==> src/rtl/pcs_pkg.sv <==
// -----------------------------------------------------------------------------
// pcs_pkg
// Constants and types shared by the 40G PCS receive path and its benches.
//   HEAD_W / DATA_W       : 66b block split into sync header and payload
//   SYNC_DATA / SYNC_CTRL : the two legal sync header values
//   SH_CNT_MAX            : headers tested per block-lock window
//   SH_INV_MAX            : invalid headers in a window that drop lock
//   SLIP_WAIT             : cycles the gearbox needs to settle after a slip
//   bls_state_t           : block-lock state machine encoding
// -----------------------------------------------------------------------------
package pcs_pkg;

  localparam int HEAD_W     = 2;
  localparam int DATA_W     = 64;

  localparam logic [1:0] SYNC_DATA = 2'b01;
  localparam logic [1:0] SYNC_CTRL = 2'b10;

  localparam int SH_CNT_MAX = 64;
  localparam int SH_INV_MAX = 16;
  localparam int SLIP_WAIT  = 3;

  typedef enum logic [1:0] {
    RESET_CNT = 2'd0,
    TEST_SH   = 2'd1,
    SLIP      = 2'd2,
    WAIT      = 2'd3
  } bls_state_t;

  // A sync header is legal only when its two bits differ (01 or 10).
  function automatic logic sh_is_valid(input logic [1:0] head);
    return head[0] ^ head[1];
  endfunction

endpackage

==> src/rtl/pcs_rx_block_sync.sv <==
// -----------------------------------------------------------------------------
// pcs_rx_block_sync
// Per-lane 66b block lock for the 40G PCS receive path. Sits right after the
// RX gearbox, tests the sync header of every block and runs the block-lock
// state machine. While unlocked any bad header makes the gearbox slip one bit;
// once locked the blocks are forwarded with lock_o as the qualifier.
//
// Ports:
//   clk      in   clock
//   reset    in   synchronous reset, active-high
//   valid_i  in   gearbox holds a complete 66b block this cycle
//   head_i   in   sync header [HEAD_W]
//   data_i   in   block payload [DATA_W]
//   slip_o   out  one-cycle pulse: shift block boundary by one bit
//   lock_o   out  block lock achieved
//   valid_o  out  registered valid_i
//   head_o   out  registered head_i [HEAD_W]
//   data_o   out  registered data_i [DATA_W]
// -----------------------------------------------------------------------------
module pcs_rx_block_sync #(
  parameter int DATA_W     = pcs_pkg::DATA_W,
  parameter int HEAD_W     = pcs_pkg::HEAD_W,
  parameter int SH_CNT_MAX = pcs_pkg::SH_CNT_MAX,
  parameter int SH_INV_MAX = pcs_pkg::SH_INV_MAX,
  parameter int SLIP_WAIT  = pcs_pkg::SLIP_WAIT
) (
  input  logic              clk,
  input  logic              reset,
  input  logic              valid_i,
  input  logic [HEAD_W-1:0] head_i,
  input  logic [DATA_W-1:0] data_i,
  output logic              slip_o,
  output logic              lock_o,
  output logic              valid_o,
  output logic [HEAD_W-1:0] head_o,
  output logic [DATA_W-1:0] data_o
);
  import pcs_pkg::*;

  localparam int CNT_W  = $clog2(SH_CNT_MAX + 1);
  localparam int INV_W  = $clog2(SH_INV_MAX + 1);
  // +2 keeps the counter at least one bit wide even for SLIP_WAIT == 0.
  localparam int WAIT_W = $clog2(SLIP_WAIT + 2);

  bls_state_t        r_state;
  logic [CNT_W-1:0]  r_sh_cnt;
  logic [INV_W-1:0]  r_sh_inv_cnt;
  logic [WAIT_W-1:0] r_wait_cnt;
  logic              r_slip;
  logic              r_lock;
  logic              r_valid;
  logic [HEAD_W-1:0] r_head;
  logic [DATA_W-1:0] r_data;

  logic              w_sh_bad;
  logic [CNT_W-1:0]  w_cnt_inc;
  logic [INV_W-1:0]  w_inv_inc;
  logic              w_cnt_full;
  logic              w_inv_full;

  assign w_sh_bad   = !sh_is_valid(head_i[1:0]);
  assign w_cnt_inc  = r_sh_cnt + CNT_W'(1);
  assign w_inv_inc  = r_sh_inv_cnt + INV_W'(w_sh_bad);
  // Counters never wrap: reaching either limit always leaves TEST_SH, and
  // only RESET_CNT clears them.
  assign w_cnt_full = (w_cnt_inc == CNT_W'(SH_CNT_MAX));
  assign w_inv_full = (w_inv_inc == INV_W'(SH_INV_MAX));

  always_ff @(posedge clk) begin
    if (reset) begin
      r_state      <= RESET_CNT;
      r_sh_cnt     <= '0;
      r_sh_inv_cnt <= '0;
      r_wait_cnt   <= '0;
      r_slip       <= 1'b0;
      r_lock       <= 1'b0;
      r_valid      <= 1'b0;
      r_head       <= '0;
      r_data       <= '0;
    end else begin
      // Datapath is a plain pipeline stage; downstream qualifies with lock_o.
      r_valid <= valid_i;
      r_head  <= head_i;
      r_data  <= data_i;

      // slip_o is high exactly while the FSM sits in SLIP: it is set on the
      // edge that enters SLIP and cleared by default on the next one.
      r_slip  <= 1'b0;

      case (r_state)
        RESET_CNT: begin
          r_sh_cnt     <= '0;
          r_sh_inv_cnt <= '0;
          r_state      <= TEST_SH;
        end

        TEST_SH: begin
          if (valid_i) begin
            r_sh_cnt     <= w_cnt_inc;
            r_sh_inv_cnt <= w_inv_inc;
            if (!r_lock) begin
              // Unlocked: a single bad header means the boundary is wrong.
              if (w_sh_bad) begin
                r_slip  <= 1'b1;
                r_state <= SLIP;
              end else if (w_cnt_full) begin
                r_lock  <= 1'b1;
                r_state <= RESET_CNT;
              end
            end else begin
              // Locked: losing lock takes priority over closing the window,
              // so a 64th header that is also the 16th bad one still slips.
              if (w_inv_full) begin
                r_lock  <= 1'b0;
                r_slip  <= 1'b1;
                r_state <= SLIP;
              end else if (w_cnt_full) begin
                r_state <= RESET_CNT;
              end
            end
          end
        end

        SLIP: begin
          r_wait_cnt <= WAIT_W'(SLIP_WAIT);
          r_state    <= WAIT;
        end

        WAIT: begin
          // Input is ignored here while the gearbox settles on its new
          // boundary; stays SLIP_WAIT cycles (at least one).
          if (r_wait_cnt != '0) begin
            r_wait_cnt <= r_wait_cnt - WAIT_W'(1);
          end
          if (r_wait_cnt <= WAIT_W'(1)) begin
            r_state <= RESET_CNT;
          end
        end

        default: r_state <= RESET_CNT;
      endcase
    end
  end

  assign slip_o  = r_slip;
  assign lock_o  = r_lock;
  assign valid_o = r_valid;
  assign head_o  = r_head;
  assign data_o  = r_data;

endmodule

==> config.mk <==
export PLATFORM = sky130hd
export DESIGN_NAME = pcs_rx_block_sync
export DESIGN_NICKNAME = d
export VERILOG_FILES = /design/src/rtl/pcs_pkg.sv /design/src/rtl/pcs_rx_block_sync.sv
export SDC_FILE = /design/constraint.sdc
export NUM_CORES = 1
export LEC_CHECK = 0
export ABC_AREA = 1
export BUFFER_PORTS_ARGS = -buffer_cell sky130_fd_sc_hd__buf_4
export CAP_MARGIN = 5
export CORE_MARGIN = 2
export CORE_UTILIZATION = 42
export CTS_CLUSTER_DIAMETER = 120
export CTS_CLUSTER_SIZE = 24
export DETAILED_ROUTE_END_ITERATION = 8
export GPL_ROUTABILITY_DRIVEN = 0
export HOLD_SLACK_MARGIN = 0.02
export PLACE_DENSITY = 0.85
export SYNTH_ARGS = -nofsm -noshare
export SYNTH_HDL_FRONTEND = slang
export SYNTH_SLANG_ARGS = --single-unit
==> constraint.sdc <==
create_clock -name clk -period 4.9 [get_ports clk]
set_input_delay 1.47 -clock clk [delete_from_list [all_inputs] [get_ports clk]]
set_output_delay 1.47 -clock clk [all_outputs]
set_load 0.05 [all_outputs]
Word level (Yosys, flattened, before mapping)
Index checks and enable logic that the tools add are counted.
{ "word_totals": {"ff_bits": 86, "inputBits": 69, "out_inout_bits": 69, "word_cells": 54} }
{ "op_classes": {"n_addsub": 3, "magnitude_cmp": 1, "eq_ne": 8, "n_mux": 20, "bitwise_logic": 3, "reduce_logical": 10} }
{ "op_table": {"columns": ["cell", "count"], "rows": [
  ["case mux 7 bit (2 select lines)", 1],
  ["2-to-1 mux 2 bit", 6],
  ["case mux 5 bit (2 select lines)", 1],
  ["case mux 2 bit (4 select lines)", 1],
  ["AND reduction 2 bit", 4],
  ["adder 7 x 1 -> 7 bit (second input constant)", 1],
  ["== test 7 bit (second input constant)", 1],
  ["2-to-1 mux 1 bit", 7],
  ["2-to-1 mux 7 bit", 1],
  ["inequality test 2 bit (second input constant)", 3],
  ["case mux 3 bit (2 select lines)", 1],
  ["adder 5 x 1 -> 5 bit", 1],
  ["== test 5 bit (second input constant)", 1],
  ["2-to-1 mux 5 bit", 1],
  ["== test 2 bit (second input constant)", 2],
  ["nonzero test 2 bit", 2],
  ["<= comparator 3 x 1 -> 1 bit (second input constant)", 1],
  ["2-to-1 mux 3 bit", 1],
  ["nonzero test 3 bit", 1],
  ["OR reduction 3 bit", 1],
  ["subtractor 3 x 1 -> 3 bit (second input constant)", 1],
  ["== test 2 x 1 -> 1 bit (second input constant)", 1],
  ["logical NOT 2 bit", 1],
  ["inverter 1 bit", 2],
  ["2 further kinds", 2]
]} }

Longest topological paths before layout
Gate-level depths: netlist of run 1.
{ "depth": {"word_depth": 8, "depth_mapped": 13, "depth_no_buf": 13} }

Worst setup path after synthesis of run 1
OpenSTA, ideal clock, no wires.
{ "synth_timing": {"path_type": "input to register", "start": "input head_i[1]", "end": "register r_lock (netlist: lock_o)", "setup_ps": 115, "arrival_time_ps": 2893, "required_ps": 4785, "path_slack_ps": 1892, "cell_stages": 10, "n_path_buf": 0, "path_cell_list": "xor2_1 -> inv_1 -> ha_1 -> ha_1 -> or2_2 -> nor2_1 -> nand3_1 -> nand2_1 -> nand2_1 -> o21a_1"} }
{ "synth_via": {"elab_chain_len": 6, "word_cells_on_any_way": 7, "classes_between": "1 x add/sub; 1 x eq/ne; 3 x mux; 1 x bitwise; 1 x reduce/logical"} }
{ "synth_rtl": {"columns": ["element", "line_no", "source"], "rows": [
  ["start, declared", "pcs_rx_block_sync.sv:30", "input logic [HEAD_W-1:0] head_i,"],
  ["XOR 1 bit *", "pcs_pkg.sv:32", "return head[0] ^ head[1];"],
  ["logical NOT 1 bit", "pcs_rx_block_sync.sv:61", "assign w_sh_bad = !sh_is_valid(head_i[1:0]);"],
  ["adder 5 x 1 -> 5 bit", "pcs_rx_block_sync.sv:63", "assign w_inv_inc = r_sh_inv_cnt + INV_W'(w_sh_bad);"],
  ["== test 5 bit", "pcs_rx_block_sync.sv:67", "assign w_inv_full = (w_inv_inc == INV_W'(SH_INV_MAX));"],
  ["2-to-1 mux 1 bit", "pcs_rx_block_sync.sv:113", "if (w_inv_full) begin"],
  ["2-to-1 mux 1 bit *", "pcs_rx_block_sync.sv:101", "if (!r_lock) begin"],
  ["end signal, assigned", "pcs_rx_block_sync.sv:76", "r_lock <= 1'b0;"],
  ["end signal, assigned", "pcs_rx_block_sync.sv:107", "r_lock <= 1'b1;"],
  ["end signal, assigned", "pcs_rx_block_sync.sv:114", "r_lock <= 1'b0;"],
  ["end, declared", "pcs_rx_block_sync.sv:50", "logic r_lock;"]
]} }
Mark *: on every way between the ends. The rest lies on a longest branch, timed or not.
A chain may end at the register's enable or synchronous reset.

Worst setup path after layout of run 1
{ "layout_timing": {"start": "input head_i[1]", "end": "register r_state[0]"} }
{ "layout_via": {"elab_chain_len": 8, "word_cells_on_any_way": 9, "classes_between": "1 x add/sub; 1 x eq/ne; 5 x mux; 1 x bitwise; 1 x reduce/logical"} }
{ "layout_rtl": {"columns": ["element", "line_no", "source"], "rows": [
  ["XOR 1 bit *", "pcs_pkg.sv:32", null],
  ["logical NOT 1 bit", "pcs_rx_block_sync.sv:61", null],
  ["adder 5 x 1 -> 5 bit", "pcs_rx_block_sync.sv:63", null],
  ["== test 5 bit", "pcs_rx_block_sync.sv:67", null],
  ["2-to-1 mux 2 bit", "pcs_rx_block_sync.sv:113", null],
  ["2-to-1 mux 2 bit *", "pcs_rx_block_sync.sv:101", null],
  ["2-to-1 mux 2 bit *", "pcs_rx_block_sync.sv:98", "if (valid_i) begin"],
  ["case mux 2 bit (4 select lines) *", "pcs_rx_block_sync.sv:90", "case (r_state)"],
  ["end signal, assigned", "pcs_rx_block_sync.sv:94", "r_state <= TEST_SH;"],
  ["end signal, assigned", "pcs_rx_block_sync.sv:105", "r_state <= SLIP;"],
  ["end signal, assigned", "pcs_rx_block_sync.sv:116", "r_state <= SLIP;"],
  ["end, declared", "pcs_rx_block_sync.sv:45", "bls_state_t r_state;"]
]} }
Mark *: on every way between the ends. The rest lies on a longest branch, timed or not. The select of a mux whose other input is x is not followed.

==> flow_summary.json, run 1 <==
{
  "synth_area_leaders": "dfxtp_1 (59%), inv_1 (11%), nor2_1 (9.7%), nand2_1 (6.0%), a21oi_1 (2.6%)",
  "routed-via-count": 2543,
  "clock-sinks": 86,
  "setup_slack_ps": 1890,
  "slowest_delay_ps": 290,
  "overflow": 0,
  "post-route-period-util_pct": 61.5,
  "dr_wl_met2_microns": 3250,
  "path_clk_slew_ps": 80,
  "rows": 30,
  "setup_viol": 0,
  "wl_met3_microns": 648,
  "drtPass1Iterations": 4,
  "antenna_left": 0,
  "syn2layout_area_growth_pct": 44.0,
  "slew_viol_final": 0,
  "yosys_warnings": 0,
  "die_w_microns": 87.1,
  "post-place-ws_ps": 1560,
  "ioPinCount": 138,
  "synthCells": 357,
  "crit_path_top_delay_cell": "ha_1",
  "crit_path_max_fanout": 3,
  "wl_met1_microns": 2400,
  "grt_max_degree": 87,
  "cp.required_ps": 5090,
  "skew_ps": 6.38,
  "synth_cell_types": 25,
  "worstHoldStart": "r_sh_cnt[6]",
  "synthesis.nets": 432,
  "ys_seq_area_share_pct": 59.4,
  "slew_headroom_pct": 42.6,
  "grt_pass1_wl_microns": 10000,
  "yosys_register_bits": 86,
  "insertion_delay_ps": 340,
  "synth_common_cells": "dfxtp_1 (86), inv_1 (84), nor2_1 (75), nand2_1 (46), a21oi_1 (15)",
  "worstRegToRegCells": 9,
  "p_leak_nw": 2.22,
  "cp_cell_sequence": "buf_4 > xor2_1 > inv_1 > ha_1 > ha_1 > or2_2 > nor2_1 > nand3_1 > nand2_1 > nand2_1 > nand3_1 > a21oi_1",
  "synth-main-ff-cell": "dfxtp_1",
  "synth_top_family_by_area": "simple AND/OR/NAND/NOR gates",
  "synth_compound_area_share_pct": 5.31,
  "synth-xor-area-share_pct": 0.302,
  "syn_area_sq_um": 2900,
  "wl_per_cell_microns": 11.0,
  "core_sq_um": 6760,
  "wl_microns": 6350,
  "dp_hpwl_microns": 4700,
  "cp.arrival_ps": 3210,
  "synth_simple_gate_area_share_pct": 19.5,
  "grtUsageTotal_pct": 16.8,
  "maxUsedRoutingLayer": "met4",
  "status": "finished, final reports clean",
  "die_y_microns": 87.1,
  "synth_adder_area_share_pct": 2.59,
  "critPathLaunchType": "input port",
  "async_flop_share_pct": 0,
  "power_density_nw_per_um2": 358,
  "min_to": "r_sh_cnt[6]",
  "start_util_pct": 42.9,
  "drc": 0,
  "drt_iter0_drc": 109,
  "yosysMostFrequentCell": "dfxtp_1",
  "finish.utilization_pct": 61.8,
  "numCtsBuffers": 9,
  "antenna_found_initial": 0,
  "min_period_ps": 3010,
  "die-area_sq_um": 7590,
  "grt_pass1_vias": 2525,
  "port_buffers": 137,
  "finalSetupTns_ps": 0,
  "placed_cell_area_sq_um": 3970,
  "hold_viol_final": 0,
  "maxCapViolCount": 0,
  "yosysTopAreaCell": "dfxtp_1",
  "syn_avg_cell_area_sq_um": 8.12,
  "synth_top_area_share_pct": 59.4,
  "endpoint_kind": "flop",
  "rrSetupSlack_ps": 3070,
  "root_buffer": "clkbuf_8",
  "hold_path.class": "flop to flop",
  "cts_buffer_depth": 2,
  "fmax_mhz": 332,
  "synth_mux_area_share_pct": 0,
  "path_class": "input port to flop",
  "reg2reg_from": "r_sh_inv_cnt[0]",
  "post-cts-setup-buffers": 0,
  "rsz0062_at_grt": "no",
  "drive_above_1_share_pct": 31.7,
  "rr_endpoint": "r_state[0]",
  "cts_resized": 0,
  "peakVddDrop_mv": 0.276,
  "htree_levels": 3,
  "finalNetCount": 568,
  "hold_depth": 2,
  "fin_area_sq_um": 4180,
  "antennaDiodeCount": 0,
  "worstMarginPinSlew_ps": 856,
  "cts_tree": "yes",
  "postCtsHoldBufs": 0,
  "via_per_inst": 4.40,
  "synth_edf_count": 0
}
==> cells in the final DEF, fill, tap and decap left out <==
cell type,netlist,layout
or2_2,1,1
a21boi_0,1,1
o21ai_1,2,2
clkinv_2,0,1
buf_4,0,137
nand4_1,5,5
o21a_1,1,1
nand3b_1,1,1
clkinv_4,0,2
dfxtp_1,86,86
nand2_1,46,46
ha_1,6,6
nand2_2,1,1
nand3_1,10,10
nor2_2,1,1
inv_6,0,3
a221oi_1,2,2
inv_2,1,1
o21bai_1,1,1
inv_1,84,84
a211oi_1,2,2
o21ai_0,1,1
clkbuf_8,0,9
a21oi_1,15,15
nor3_1,1,1
a21oi_2,1,1
xor2_1,1,1
nor2_1,75,75
bufinv_16,0,1
==> metal layers <==
layer	GRT usage [%]	vias to the layer above
met3	8.44	4
met4	7.13	0
met2	30.1	115
li1	-	1316
met1	16.2	1108
met5	0	-
==> cell type report <==
| cell class | instances | area (sq um) |
|---|---|---|
| fillers | 580 | 2580 |
| flip-flops and latches | 86 | 1720 |
| repair buffers | 137 | 1030 |
| multi-input cells | 174 | 805 |
| inverters | 85 | 319 |
| clock buffers | 9 | 124 |
| well taps | 80 | 100 |
| clock inverters | 7 | 78.8 |
==> logic make-up (layout without fill, tap and decap cells) <==
group | after synthesis | count (layout)
xor+xnor | 1 | 1
fa+ha+maj | 6 | 6
simple gates | 141 | 141
compound gates | 26 | 26
buf+inv | 97 | 238
flops | 86 | 86
==> worst max-delay path by stage <==
stage               from    endpoint  slack [ps]  depth (start not counted)
6_report       head_i[1]  r_state[0]        1890                         12
5_1_grt        head_i[1]  r_state[0]        1820                         12
3_3_place_gp   head_i[1]      lock_o        1650                         11
4_1_cts        head_i[1]  r_state[0]        1930                         12
2_1_floorplan  head_i[1]      lock_o        1890                         10
3_5_place_dp   head_i[1]  r_state[0]        1560                         12
==> stage by stage <==
stage	std cells	hold slack [ps]	total power, mW
6_report	578	488	1.50
5_1_grt	578	530	1.56
4_1_cts	578	493	1.52
3_5_place_dp	562	471	1.02
3_3_place_gp	562	463	1.01
2_1_floorplan	357	444	0.918
==> registers in the layout, summed over array words and instances, names as in the netlist, named ones only <==
| register | cells |
|---|---|
| data_o | 64 |
| head_o | 2 |
| lock_o | 1 |
| r_sh_cnt | 7 |
| r_sh_inv_cnt | 5 |
| r_state | 1 |
| r_wait_cnt | 3 |
| slip_o | 1 |
| valid_o | 1 |
==> worst max-delay path, delay by kind of cell <==
| family | cells | cell delay, ps |
|---|---|---|
| AOI/OAI and AO/OA | 1 | 70 |
| adders and majority gates | 2 | 500 |
| and+or+nand+nor | 6 | 760 |
| buffers and inverters | 2 | 190 |
| xor gates and xnor gates | 1 | 220 |
==> where the power goes <==
group / total, mW / switching (mW) / internal, mW
Sequential: 0.743 / 0.0114 / 0.732
Clock: 0.496 / 0.254 / 0.242
Combinational: 0.257 / 0.167 / 0.0904
Note: power is estimated with default switching activity, not from simulation.
==> inputs of run 2 (changes only) <==
clock period = 3.1 ns   (was 4.9 ns; I/O delays follow)
==> run 2 against run 1 <==
  * Largest cell class unchanged
  * Global-route usage down 0.53 points
  * Sequential cell count is the same
  * Non-clock buffer count grew 2
  * Sequential share of layout area increased by 0.074 points
  * Highest routed layer unchanged
==> flow_summary.json, run 2 (same netlist as run 1, synthesis figures left out) <==
{
  "setup_slack_ps": 723,
  "antennaDiodeCount": 0,
  "cts_tree": "yes",
  "post-route-period-util_pct": 76.7,
  "power_density_nw_per_um2": 549,
  "fin_hold_ws_ps": 484,
  "wl_met1_microns": 2350,
  "fillCellCount": 559,
  "die-area_sq_um": 7590,
  "worstMarginPinSlew_ps": 820,
  "rsz0062_at_grt": "no",
  "clock-sinks": 86,
  "postCtsHoldBufs": 0,
  "cts_buffer_depth": 2,
  "dr_wl_met2_microns": 3000,
  "numCtsBuffers": 9,
  "mostFrequentLayoutCells": "buf_4 (139), dfxtp_1 (86), inv_1 (84), nor2_1 (75), nand2_1 (46)",
  "htree_levels": 3,
  "fmax_mhz": 421,
  "grt_pass1_wl_microns": 9740,
  "slew_headroom_pct": 44.9,
  "min_to": "r_sh_cnt[6]",
  "p_leak_nw": 2.22,
  "path_clk_slew_ps": 80,
  "post-cts-setup-buffers": 0,
  "status": "finished, final reports clean",
  "rows": 30,
  "die_w_microns": 87.1,
  "rrSetupSlack_ps": 1330,
  "slowest_delay_ps": 290,
  "largest_reg_flops": 64,
  "crit_family": "simple AND/OR/NAND/NOR gates",
  "drive_above_1_share_pct": 32.0,
  "critPathBufInv": 2,
  "worstRegToRegCells": 8,
  "worstHoldStart": "r_sh_cnt[6]",
  "setup_viol": 0,
  "wl_per_cell_microns": 10.5,
  "slew_viol_final": 0,
  "wl_microns": 6100,
  "overflow": 0,
  "finalPower_mw": 2.29,
  "skew_ps": 5.16,
  "rr_endpoint": "lock_o",
  "critPathLaunchType": "input port",
  "crit_path_max_fanout": 3,
  "grtUsageTotal_pct": 16.3,
  "finalNetCount": 570,
  "hold_path.class": "flop to flop",
  "ioPinCount": 138,
  "peakVddDrop_mv": 0.322,
  "root_buffer": "clkbuf_8",
  "grt_max_degree": 46,
  "dp_hpwl_microns": 4610,
  "core_sq_um": 6760,
  "insertion_delay_ps": 340,
  "finalSetupTns_ps": 0,
  "via_per_inst": 4.36,
  "antenna_found_initial": 0,
  "hold_depth": 2,
  "routed-via-count": 2527,
  "antenna_left": 0,
  "drtPass1Iterations": 4,
  "wl_met3_microns": 596,
  "final_common_cell": "buf_4",
  "cp.required_ps": 3350,
  "min_period_ps": 2380,
  "path_class": "input port to flop",
  "reg2reg_from": "r_sh_inv_cnt[0]",
  "die_y_microns": 87.1,
  "drt_iter0_drc": 64,
  "syn2layout_area_growth_pct": 43.7,
  "endpoint_kind": "flop",
  "maxCapViolCount": 0,
  "maxUsedRoutingLayer": "met4",
  "grt_pass1_vias": 2403,
  "port_buffers": 137,
  "cp.arrival_ps": 2620,
  "cp_cell_sequence": "buf_4 > xor2_1 > inv_1 > ha_1 > ha_1 > or2_2 > nor2_1 > nand3_1 > nand2_1 > nand2_1 > o21a_1",
  "cts_resized": 0,
  "start_util_pct": 42.9,
  "stdcell_count": 580,
  "hold_viol_final": 0,
  "post-place-ws_ps": 368,
  "drc": 0,
  "dpl.cell_count": 564,
  "crit_path_top_delay_cell": "ha_1"
}
## run 2: cell count changes in the layout (fill, tap and decap cells not counted), sizes merged
cell and change:
buf +2, bufinv -1, clkinv +1, clkinvlp +1, inv -1
## run 2: routing by layer
| layer | vias up | GRT usage (%) |
|---|---|---|
| li1 | 1321 | - |
| met1 | 1075 | 16.2 |
| met2 | 117 | 28.2 |
| met3 | 14 | 7.30 |
| met4 | 0 | 8.95 |
| met5 | - | 0 |
## run 2: worst max-delay path by stage
stage               startpoint  cells past startpoint      to
floorplan            head_i[1]                     10  lock_o
detailed placement   head_i[1]                     11  lock_o
global route         head_i[1]                     11  lock_o
finish               head_i[1]                     11  lock_o
CTS                  head_i[1]                     11  lock_o
global placement     head_i[1]                     11  lock_o
## run 2: final cells by class
cell class                 count  area [sq um]  share of cell area, %
tap                           80           100                   2.40
timing repair buffer         139          1040                   25.0
clock buffer                   9           124                   2.97
multi-input combinational    174           805                   19.3
inverter                      85           319                   7.65
sequential                    86          1720                   41.3
clock inverter                 7          56.3                   1.35
## run 2: worst register-to-register path, cell delays in order, from the launching register on
cell     delay, ps
dfxtp_1        330
ha_1           230
ha_1           290
or2_2          280
nor2_1         100
nand3_1         80
nand2_1        100
nand2_1         60
o21a_1         190
## run 2: through the flow
stage / instance area (sq um) / util (%)
after floorplan: 2900 / -
after global placement: 3990 / 59.0
after detailed placement: 3990 / 59.0
after CTS: 4170 / 61.7
after global routing: 4170 / 61.7
final: 4170 / 61.7
## run 2: where the power goes
part,switching [mW],internal (mW)
Combinational,0.262,0.144
Clock,0.407,0.299
Sequential,0.0178,1.16
